$ cat config.mk
export PLATFORM = sky130hd
export DESIGN_NAME = led_panel_cmd_ctrl_flat
export DESIGN_NICKNAME = d
export VERILOG_FILES = /design/src/rtl/led_panel_pkg.sv /design/src/rtl/led_panel_cmd_ctrl_if.sv /design/src/rtl/led_panel_byte_hold.sv /design/src/rtl/led_panel_cmd_ctrl.sv /design/src/flat_wrapper.sv
export SDC_FILE = /design/constraint.sdc
export NUM_CORES = 1
export LEC_CHECK = 0
export CELL_PAD_IN_SITES_DETAIL_PLACEMENT = 1
export CELL_PAD_IN_SITES_GLOBAL_PLACEMENT = 2
export CORE_UTILIZATION = 27
export DETAILED_ROUTE_END_ITERATION = 8
export MAX_ROUTING_LAYER = met4
export PLACE_DENSITY = 0.79
export SYNTH_ARGS = -nofsm -noshare
export SYNTH_HDL_FRONTEND = slang
export SYNTH_SLANG_ARGS = --single-unit
$ cat constraint.sdc
create_clock -name clk -period 1.78 [get_ports clk]
set_input_delay 0.356 -clock clk [delete_from_list [all_inputs] [get_ports clk]]
set_output_delay 0.356 -clock clk [all_outputs]
set_load 0.05 [all_outputs]
$ cat src/rtl/led_panel_pkg.sv
// Shared opcodes, FSM state encoding and frame-store geometry for the LED-panel
// command sequencer.
package led_panel_pkg;

    localparam int NCOLS_DEFAULT = 16;

    // COLOR and COL carry an operand in their low bits.
    localparam logic [7:0] OP_COLOR  = 8'h80;
    localparam logic [7:0] OP_COL    = 8'h90;
    localparam logic [7:0] OP_CLEAR  = 8'hA0;
    localparam logic [7:0] OP_BULK   = 8'hB0;
    localparam logic [7:0] OP_COMMIT = 8'hC0;

    typedef enum logic [2:0] {
        IDLE,
        ARG,
        BULK,
        CLEAR,
        WAIT_SYNC,
        COPY
    } state_e;

endpackage

$ cat src/rtl/led_panel_cmd_ctrl_if.sv
// Byte intake, frame-store and scanner-facing signals of the command sequencer.
interface led_panel_cmd_ctrl_if #(
    parameter int AW = 4
);
    logic          rx_dv;
    logic [7:0]    rx_data;
    logic          frame_sync;
    logic          fb_wr_en;
    logic          fb_wr_bank;
    logic [AW-1:0] fb_wr_addr;
    logic [7:0]    fb_wr_data;
    logic [AW-1:0] fb_rd_addr;
    logic [7:0]    fb_rd_data;
    logic          fb_front;
    logic [2:0]    rgb;
    logic          busy;
    logic          overrun;
    logic          cmd_error;

    modport slave (
        input  rx_dv, rx_data, frame_sync, fb_rd_data,
        output fb_wr_en, fb_wr_bank, fb_wr_addr, fb_wr_data, fb_rd_addr,
               fb_front, rgb, busy, overrun, cmd_error
    );

    modport master (
        output rx_dv, rx_data, frame_sync, fb_rd_data,
        input  fb_wr_en, fb_wr_bank, fb_wr_addr, fb_wr_data, fb_rd_addr,
               fb_front, rgb, busy, overrun, cmd_error
    );
endinterface

$ cat src/rtl/led_panel_byte_hold.sv
// One-entry intake buffer. While the consumer accepts, a held byte wins over a
// fresh one, which then takes its place; otherwise a fresh byte is parked or lost.
module led_panel_byte_hold (
    input  logic       clk,
    input  logic       reset,
    input  logic       push_i,
    input  logic [7:0] push_data_i,
    input  logic       pop_i,
    output logic       valid_o,
    output logic [7:0] data_o,
    output logic       overrun_o
);
    logic       full_q, full_d;
    logic [7:0] data_q, data_d;
    logic       ovr_q, ovr_d;

    assign valid_o   = full_q | push_i;
    assign data_o    = full_q ? data_q : push_data_i;
    assign overrun_o = ovr_q;

    always_comb begin
        full_d = full_q;
        data_d = data_q;
        ovr_d  = ovr_q;
        if (pop_i) begin
            full_d = full_q & push_i;
            if (full_q && push_i) begin
                data_d = push_data_i;
            end
        end else if (push_i) begin
            if (!full_q) begin
                full_d = 1'b1;
                data_d = push_data_i;
            end else begin
                ovr_d = 1'b1;
            end
        end
    end

    always_ff @(posedge clk) begin
        if (reset) begin
            full_q <= 1'b0;
            data_q <= 8'h00;
            ovr_q  <= 1'b0;
        end else begin
            full_q <= full_d;
            data_q <= data_d;
            ovr_q  <= ovr_d;
        end
    end
endmodule

$ cat src/rtl/led_panel_cmd_ctrl.sv
// Command sequencer between uart_rx and a double-buffered 16x8 LED frame store:
// edits go to the back bank, COMMIT swaps on frame_sync and copies front->back.
module led_panel_cmd_ctrl
    import led_panel_pkg::*;
#(
    parameter int         NCOLS     = NCOLS_DEFAULT,
    parameter logic [2:0] RGB_RESET = 3'b101
) (
    input logic                  clk,
    input logic                  reset,
    led_panel_cmd_ctrl_if.slave  bus
);
    localparam int AW = $clog2(NCOLS);
    localparam logic [AW:0] LAST_COL = (AW+1)'(NCOLS - 1);
    localparam logic [AW:0] COPY_END = (AW+1)'(NCOLS);

    state_e        state_q, state_d;
    logic [AW:0]   cnt_q, cnt_d;
    logic          front_q, front_d;
    logic [2:0]    rgb_q, rgb_d;
    logic          err_q, err_d;
    logic          wr_en_q, wr_en_d;
    logic [AW-1:0] wr_addr_q, wr_addr_d;
    logic [7:0]    wr_data_q, wr_data_d;

    logic       accept, take, byte_vld, ovr;
    logic [7:0] byte_data;
    logic       is_color, is_col, is_clear, is_bulk, is_commit;

    assign accept = state_q inside {IDLE, ARG, BULK};
    assign take   = accept & byte_vld;

    led_panel_byte_hold u_hold (
        .clk        (clk),
        .reset      (reset),
        .push_i     (bus.rx_dv),
        .push_data_i(bus.rx_data),
        .pop_i      (accept),
        .valid_o    (byte_vld),
        .data_o     (byte_data),
        .overrun_o  (ovr)
    );

    assign is_color  = byte_data[7:3] == OP_COLOR[7:3];
    assign is_col    = byte_data[7:4] == OP_COL[7:4];
    assign is_clear  = byte_data == OP_CLEAR;
    assign is_bulk   = byte_data == OP_BULK;
    assign is_commit = byte_data == OP_COMMIT;

    always_ff @(posedge clk) begin
        if (reset) begin
            state_q   <= IDLE;
            cnt_q     <= '0;
            front_q   <= 1'b0;
            rgb_q     <= RGB_RESET;
            err_q     <= 1'b0;
            wr_en_q   <= 1'b0;
            wr_addr_q <= '0;
            wr_data_q <= 8'h00;
        end else begin
            state_q   <= state_d;
            cnt_q     <= cnt_d;
            front_q   <= front_d;
            rgb_q     <= rgb_d;
            err_q     <= err_d;
            wr_en_q   <= wr_en_d;
            wr_addr_q <= wr_addr_d;
            wr_data_q <= wr_data_d;
        end
    end

    // cnt_q is the target column in ARG/BULK/CLEAR and the copy cycle in COPY.
    always_comb begin
        state_d = state_q;
        cnt_d   = cnt_q;
        unique case (state_q)
            IDLE: begin
                if (take) begin
                    if (is_col) begin
                        state_d = ARG;
                        cnt_d   = (AW+1)'(byte_data[3:0]);
                    end else if (is_clear) begin
                        state_d = CLEAR;
                        cnt_d   = '0;
                    end else if (is_bulk) begin
                        state_d = BULK;
                        cnt_d   = '0;
                    end else if (is_commit) begin
                        state_d = WAIT_SYNC;
                    end
                end
            end
            ARG: begin
                if (take) begin
                    state_d = IDLE;
                    cnt_d   = '0;
                end
            end
            BULK: begin
                if (take) begin
                    if (cnt_q == LAST_COL) begin
                        state_d = IDLE;
                        cnt_d   = '0;
                    end else begin
                        cnt_d = cnt_q + 1'b1;
                    end
                end
            end
            CLEAR: begin
                if (cnt_q == LAST_COL) begin
                    state_d = IDLE;
                    cnt_d   = '0;
                end else begin
                    cnt_d = cnt_q + 1'b1;
                end
            end
            WAIT_SYNC: begin
                if (bus.frame_sync) begin
                    state_d = COPY;
                    cnt_d   = '0;
                end
            end
            COPY: begin
                if (cnt_q == COPY_END) begin
                    state_d = IDLE;
                    cnt_d   = '0;
                end else begin
                    cnt_d = cnt_q + 1'b1;
                end
            end
            default: begin
                state_d = IDLE;
                cnt_d   = '0;
            end
        endcase
    end

    always_comb begin
        wr_en_d   = 1'b0;
        wr_addr_d = cnt_q[AW-1:0];
        wr_data_d = byte_data;
        rgb_d     = rgb_q;
        err_d     = err_q;
        front_d   = front_q;
        unique case (state_q)
            IDLE: begin
                if (take) begin
                    if (is_color) begin
                        rgb_d = byte_data[2:0];
                    end else if (!(is_col || is_clear || is_bulk || is_commit)) begin
                        err_d = 1'b1;
                    end
                end
            end
            ARG, BULK: wr_en_d = take;
            CLEAR: begin
                wr_en_d   = 1'b1;
                wr_data_d = 8'h00;
            end
            WAIT_SYNC: begin
                if (bus.frame_sync) begin
                    front_d = ~front_q;
                end
            end
            COPY: begin
                // Read data lags its address by one cycle, so write column cnt-1.
                if (cnt_q != '0) begin
                    wr_en_d   = 1'b1;
                    wr_addr_d = AW'(cnt_q - 1'b1);
                    wr_data_d = bus.fb_rd_data;
                end
            end
            default: wr_en_d = 1'b0;
        endcase
    end

    assign bus.fb_wr_en   = wr_en_q;
    assign bus.fb_wr_bank = ~front_q;
    assign bus.fb_wr_addr = wr_addr_q;
    assign bus.fb_wr_data = wr_data_q;
    assign bus.fb_rd_addr = (state_q == COPY) ? cnt_q[AW-1:0] : '0;
    assign bus.fb_front   = front_q;
    assign bus.rgb        = rgb_q;
    assign bus.busy       = state_q inside {CLEAR, WAIT_SYNC, COPY};
    assign bus.overrun    = ovr;
    assign bus.cmd_error  = err_q;
endmodule

$ cat src/flat_wrapper.sv
// flat-port wrapper written by rule: the top's interface ports become plain ports
module led_panel_cmd_ctrl_flat import led_panel_pkg::*;
#(
    parameter int         NCOLS     = NCOLS_DEFAULT,
    parameter logic [2:0] RGB_RESET = 3'b101
)
  (clk, reset, bus_rx_dv, bus_rx_data, bus_frame_sync, bus_fb_rd_data, bus_fb_wr_en, bus_fb_wr_bank, bus_fb_wr_addr, bus_fb_wr_data, bus_fb_rd_addr, bus_fb_front, bus_rgb, bus_busy, bus_overrun, bus_cmd_error);
  led_panel_cmd_ctrl_if #(.AW(4)) bus_i ();
  input logic clk;
  input logic reset;
  input wire logic [$bits(bus_i.rx_dv)-1:0] bus_rx_dv;
  input wire logic [$bits(bus_i.rx_data)-1:0] bus_rx_data;
  input wire logic [$bits(bus_i.frame_sync)-1:0] bus_frame_sync;
  input wire logic [$bits(bus_i.fb_rd_data)-1:0] bus_fb_rd_data;
  output wire logic [$bits(bus_i.fb_wr_en)-1:0] bus_fb_wr_en;
  output wire logic [$bits(bus_i.fb_wr_bank)-1:0] bus_fb_wr_bank;
  output wire logic [$bits(bus_i.fb_wr_addr)-1:0] bus_fb_wr_addr;
  output wire logic [$bits(bus_i.fb_wr_data)-1:0] bus_fb_wr_data;
  output wire logic [$bits(bus_i.fb_rd_addr)-1:0] bus_fb_rd_addr;
  output wire logic [$bits(bus_i.fb_front)-1:0] bus_fb_front;
  output wire logic [$bits(bus_i.rgb)-1:0] bus_rgb;
  output wire logic [$bits(bus_i.busy)-1:0] bus_busy;
  output wire logic [$bits(bus_i.overrun)-1:0] bus_overrun;
  output wire logic [$bits(bus_i.cmd_error)-1:0] bus_cmd_error;
  assign bus_i.rx_dv = bus_rx_dv;
  assign bus_i.rx_data = bus_rx_data;
  assign bus_i.frame_sync = bus_frame_sync;
  assign bus_i.fb_rd_data = bus_fb_rd_data;
  assign bus_fb_wr_en = bus_i.fb_wr_en;
  assign bus_fb_wr_bank = bus_i.fb_wr_bank;
  assign bus_fb_wr_addr = bus_i.fb_wr_addr;
  assign bus_fb_wr_data = bus_i.fb_wr_data;
  assign bus_fb_rd_addr = bus_i.fb_rd_addr;
  assign bus_fb_front = bus_i.fb_front;
  assign bus_rgb = bus_i.rgb;
  assign bus_busy = bus_i.busy;
  assign bus_overrun = bus_i.overrun;
  assign bus_cmd_error = bus_i.cmd_error;
  led_panel_cmd_ctrl #(.NCOLS(NCOLS), .RGB_RESET(RGB_RESET)) u_core (.clk(clk), .reset(reset), .bus(bus_i));
endmodule
==> key figures, run 1 <==
STA
  – Max_slew headroom: 66.6%
  – Unrepaired setup endpoints after global routing: true
  – Final setup fails: 1
  – Setup TNS: -0.0263 ns
  – Actual slew at the worst max-slew pin: 0.500 ns
  – Setup ws final: -0.0263 ns
  – Max Transition Viols Final: 0
  – Final Hold Fails: 0
  – Clock Skew: 0.00531 ns
  – Peak Freq: 554 MHz
  – Fin crit share: 101%
  – Final Critical Period: 1.81 ns
  – Min Hold Slack: 0.476 ns

Finish
  – Diode count: 0
  – Share of layout cells above drive strength 1: 43.2%
  – Fill count: 847
  – Fin nets: 357
  – Design Area, Final: 3320 sq um
  – Commonest non-fill, non-tap cells in the layout: 75 x buf_4, 30 x dfxtp_1, 20 x nor2_1
  – Area grow syn2layout: 63.4%
  – Leading cell type in the layout, fill and taps excluded: buf_4

Clock tree
  – Clk_lat worst skew: 0.29 ns
  – Clk slew on worst S/H paths: 0.08 ns
  – CTS Sinks: 36
  – CTS buffer count: 5
  – Max Root-Sink Buffers: 2
  – CTS H-tree lvls: 2
  – CTS Root Cell: clkbuf_8
  – Hold Buf Count CTS: 0
  – CTS tree: yes

Global routing
  – Number of global-route vias before repair: 2140
  – Pin count of the biggest net entering global routing: 22
  – First-pass GRT wire length: 10.7 mm
  – GRT Total Usage: 18.8%
  – Initial antenna violation count: 0
  – Overflow after GRT: 0

Critical path
  – WP buf/inv: 2
  – R2r worst-path depth: 7
  – WP data required: 1.98 ns
  – Critical Path AT: 2.00 ns
  – Crit-path max cell delay: 0.39 ns
  – Critical-path cell list: buf_6, nor3b_4, nor2_2, buf_4, nor3b_2, a211oi_1, o31ai_1
  – CP max FO: 8
  – CP max-delay cell: dfxtp_4
  – Worst setup SP type: register
  – Kind of end point of the critical path: register
  – CP top delay family: simple AND/OR/NAND/NOR gates
  – Stages on the worst setup path: 7
  – Critical setup path kind: reg2reg

Route
  – Initial DRC Count: 72
  – Via density: 4.93
  – First-pass iteration count of the detailed router: 4
  – WL/cell: 16.7 microns
  – Total wire length: 7.20 mm
  – Post-route DRC: 0
  – Post-route ant nets: 0
  – Via count: 2129

Die
  – Starting Density: 28.0%
  – Top Ports: 45
  – Die W: 88.8 microns
  – Die height: 88.8 microns
  – Core area: 7250 sq um
  – # rows: 31
  – Die footprint: 7880 sq um

Power
  – Power Dens Cells: 519 nW/um^2
  – VDD IR-drop max: 0.000360 V
  – Pleak: 1.39 nW

Worst hold path
  – Hold depth: 2
  – Worst min path class: reg2reg

Placed design
  – GP Congestion: 0.862
  – Buffers on Ports: 44
  – Placed Area: 2950 sq um
  – Placed wire-length estimate: 5.24 mm

Run status
  – Status: finished with violations
  – Violated checks: negative setup slack

Synthesis
  – Async set or reset register ratio after synthesis: 0%
  – Predominant post-synthesis flop cell: dfxtp_1
  – Avg Synthesized Cell Area: 8.73 sq um
  – Syn nets: 258
  – Synth cell types: 58
  – Register area share after synthesis: 35.4%
  – Yosys warning count: 0
  – Gate count of the mapped netlist: 233
  – Post-synth EDFFs: 0
  – #FFs+latches synth: 36
  – Synth Cell Area: 2030 sq um

Flow run
  – Max_cap viols: 0
timing repair:
item / CTS / global route
gates resized for setup: 31 / 30
pin swaps: 8 / 13
setup endpoints to repair: 17 / 22
buffers inserted: 4 / 4
state kept, by name (all words and copies together) (netlist names), 3 cells and up:
signal,cells
u_core.bus.fb_wr_addr,4
u_core.u_hold.data_q,8
u_core.bus.fb_wr_data,8
u_core.cnt_q,5
u_core.state_q,3
u_core.bus.rgb,3
cell families after synthesis:
| kind of cell | Yosys count | share of synthesized area (%) |
|---|---|---|
| fa+ha+maj | 6 | 3.57 |
| simple gates | 97 | 27.2 |
| flops | 36 | 35.4 |
| compound gates | 59 | 22.3 |
| xor+xnor | 3 | 1.66 |
| mux | 9 | 4.80 |
| buf+inv | 23 | 5.05 |
where the power goes:
part	total [mW]	leakage, nW	switching [mW]	internal (mW)
registers	0.815	0.297	0.00483	0.810
logic	0.291	1.04	0.155	0.136
clock network	0.619	0.0510	0.310	0.309
total	1.73	1.39	0.469	1.26
cell usage after synthesis, types with 3 or more instances:
cell | n | share of area (%)
dfxtp_1 | 36 | 35
nor2_1 | 23 | 4.2
nand2_1 | 19 | 3.5
a21oi_1 | 17 | 4.2
nand3_1 | 13 | 3.2
inv_1 | 9 | 1.7
clkbuf_1 | 8 | 1.5
a22oi_1 | 7 | 2.6
mux2_2 | 6 | 3.3
nand2b_1 | 6 | 1.8
nor3_1 | 6 | 1.5
ha_1 | 5 | 3.1
o21ai_0 | 5 | 1.2
and3b_1 | 4 | 1.7
buf_2 | 4 | 0.98
a22o_1 | 3 | 1.3
mux2i_1 | 3 | 1.5
nor2b_1 | 3 | 0.92
nor3b_1 | 3 | 1.1
o31ai_1 | 3 | 1.1
layout make-up:
class	count	area, sq um	share of cell area, %
multi-input combinational	174	1390	41.8
timing repair buffer	106	941	28.3
sequential	36	741	22.3
tap	99	124	3.73
clock buffer	6	82.6	2.49
inverter	9	33.8	1.02
clock inverter	2	10.0	0.301
tightest hold or removal path: cells and delay by family, from the launching register on:
family	cells	cell delay (ns)
DFF	1	0.32
buffers and inverters	1	0.07
AOI/OAI and AO/OA	1	0.05
routing by layer:
layer  vias to the layer above  GRT usage (%)  part of all wire, %
li1                       1039              -                    -
met1                      1023           23.1                   45
met2                        57           32.1                   50
met3                        10           2.89                  3.9
met4                         0           4.55                  1.4
met5                         -              -                    0
final timing paths:
kind	start	endpoint	slack (ns)
hold reg to reg	u_core.bus.cmd_error	u_core.bus.cmd_error	0.48
setup reg to reg	u_core.u_hold.full_q	u_core.state_q[0]	-0.03
hold / removal	u_core.bus.cmd_error	u_core.bus.cmd_error	0.48
setup / recovery	u_core.u_hold.full_q	u_core.state_q[0]	-0.03
metrics by stage:
stage | instances | worst slack (ns) | utilization (%) | power [mW]
floorplan | 233 | 0.0610 | - | 0.971
global placement | 416 | -0.374 | 40.6 | 1.11
detailed placement | 416 | -0.458 | 40.6 | 1.11
CTS | 428 | 0.000317 | 43.6 | 1.73
global route | 432 | -0.101 | 45.8 | 1.79
finish | 432 | -0.0263 | 45.8 | 1.73
No activity file was read; power rests on OpenSTA's default activity.
==> inputs of run 2 (changes only) <==
Settings changed: RECOVER_POWER set to 50.
==> key figures, run 2 (synthesis gave the netlist of run 1 again) <==
Run status
  – Status: finished with violations
  – Violated checks: negative setup slack

Clock tree
  – CTS Sinks: 36
  – CTS tree: yes
  – Max Root-Sink Buffers: 2
  – Clk_lat worst skew: 0.29 ns
  – CTS buffer count: 5
  – CTS H-tree lvls: 2
  – Clk slew on worst S/H paths: 0.08 ns
  – CTS Root Cell: clkbuf_8
  – Hold Buf Count CTS: 0

STA
  – Min Hold Slack: 0.476 ns
  – Final Critical Period: 1.80 ns
  – Final Hold Fails: 0
  – Setup ws final: -0.0225 ns
  – Actual slew at the worst max-slew pin: 0.612 ns
  – Unrepaired setup endpoints after global routing: true
  – Clock Skew: 0.00471 ns
  – Fin crit share: 101%
  – Peak Freq: 555 MHz
  – Final setup fails: 1
  – Max Transition Viols Final: 0
  – Max_slew headroom: 59.4%

Worst hold path
  – Worst min path class: reg2reg
  – Hold depth: 2

Route
  – WL/cell: 16.7 microns
  – Post-route ant nets: 0
  – Post-route DRC: 0
  – Via count: 2112
  – Initial DRC Count: 105
  – Total wire length: 7.20 mm
  – Via density: 4.89
  – First-pass iteration count of the detailed router: 4

Critical path
  – Stages on the worst setup path: 7
  – CP max-delay cell: dfxtp_4
  – Worst setup SP type: register
  – CP max FO: 8
  – Crit-path max cell delay: 0.39 ns
  – Critical setup path kind: reg2reg
  – WP data required: 1.98 ns
  – Reg2reg setup slack: -0.02 ns
  – Critical-path cell list: buf_6, nor3b_4, nor2_2, buf_4, nor3b_2, a211oi_1, o31ai_1
  – Kind of end point of the critical path: register
  – CP top delay family: simple AND/OR/NAND/NOR gates
  – WP buf/inv: 2
  – R2r worst-path depth: 7
  – Critical Path AT: 2.00 ns

Finish
  – Leading cell type in the layout, fill and taps excluded: buf_4
  – Design Area, Final: 3230 sq um
  – Diode count: 0
  – Commonest non-fill, non-tap cells in the layout: 55 x buf_4, 30 x dfxtp_1, 21 x clkbuf_1
  – Fin nets: 357
  – Share of layout cells above drive strength 1: 37.5%
  – Area grow syn2layout: 58.9%

Placed design
  – GP Congestion: 0.862
  – Placed wire-length estimate: 5.24 mm
  – Placed Area: 2950 sq um
  – Buffers on Ports: 44

Die
  – Top Ports: 45
  – Starting Density: 28.0%
  – Core area: 7250 sq um
  – Die footprint: 7880 sq um
  – Die height: 88.8 microns
  – # rows: 31
  – Die W: 88.8 microns

Global routing
  – First-pass GRT wire length: 10.7 mm
  – GRT Total Usage: 18.8%
  – Overflow after GRT: 0
  – Initial antenna violation count: 0
  – Number of global-route vias before repair: 2140
  – Pin count of the biggest net entering global routing: 22

Power
  – Pleak: 1.28 nW
  – Power Dens Cells: 530 nW/um^2
  – VDD IR-drop max: 0.000360 V

Flow run
  – Max_cap viols: 0
-- run 2: cell count changes in the layout (fill, tap and decap cells not counted), sizes merged --
cell,change
dlymetal6s2s,-2
clkbuf,+22
buf,-20
-- run 2: worst register-to-register path, cell delays in order (launching register included) --
cell and delay, ns:
dfxtp_4 0.39, buf_6 0.14, nor3b_4 0.29, nor2_2 0.09
buf_4 0.17, nor3b_2 0.27, a211oi_1 0.13, o31ai_1 0.23
-- run 2: final cells by class --
type | instances | area (sq um)
timing repair buffer | 106 | 850
tap | 99 | 124
clock buffer | 6 | 82.6
fill | 857 | 4020
clock inverter | 2 | 10.0
inverter | 9 | 33.8
sequential | 36 | 741
multi-input combinational | 174 | 1390
-- run 2: report_power, final --
group	total, mW	switching, mW	internal [mW]
clock	0.619	0.310	0.309
combinational	0.279	0.155	0.124
sequential	0.815	0.00478	0.810
total	1.71	0.470	1.24
-- run 2: final timing paths --
kind                                             end                 start
worst max-delay path               u_core.state_q[0]  u_core.u_hold.full_q
worst min-delay path            u_core.bus.cmd_error  u_core.bus.cmd_error
worst max register to register     u_core.state_q[0]  u_core.u_hold.full_q
worst min register to register  u_core.bus.cmd_error  u_core.bus.cmd_error
-- run 2: through the flow --
stage	power (mW)	TNS [ns]	util, %	cells	setup slack (ns)
after detailed placement	1.11	-4.52	40.6	416	-0.458
after CTS	1.73	0	43.6	428	0.000317
after global routing	1.78	-0.305	44.5	432	-0.101
final	1.71	-0.0225	44.5	432	-0.0225
after floorplan	0.971	0	-	233	0.0610
after global placement	1.11	-4.09	40.6	416	-0.374
-- run 2: timing repair --
item	CTS	global route
gates resized for setup	31	30
setup endpoints to repair	17	22
pin swaps	8	13
gates cloned	0	0
setup buffers	4	4
-- run 2: layer usage --
layer  track usage [%]  up-vias  routed length (microns)
met5                 -        -                        0
met3              2.89       10                      327
li1                  -     1035                        -
met2              32.1       60                     3590
met1              23.1     1007                     3180
met4              4.55        0                      105
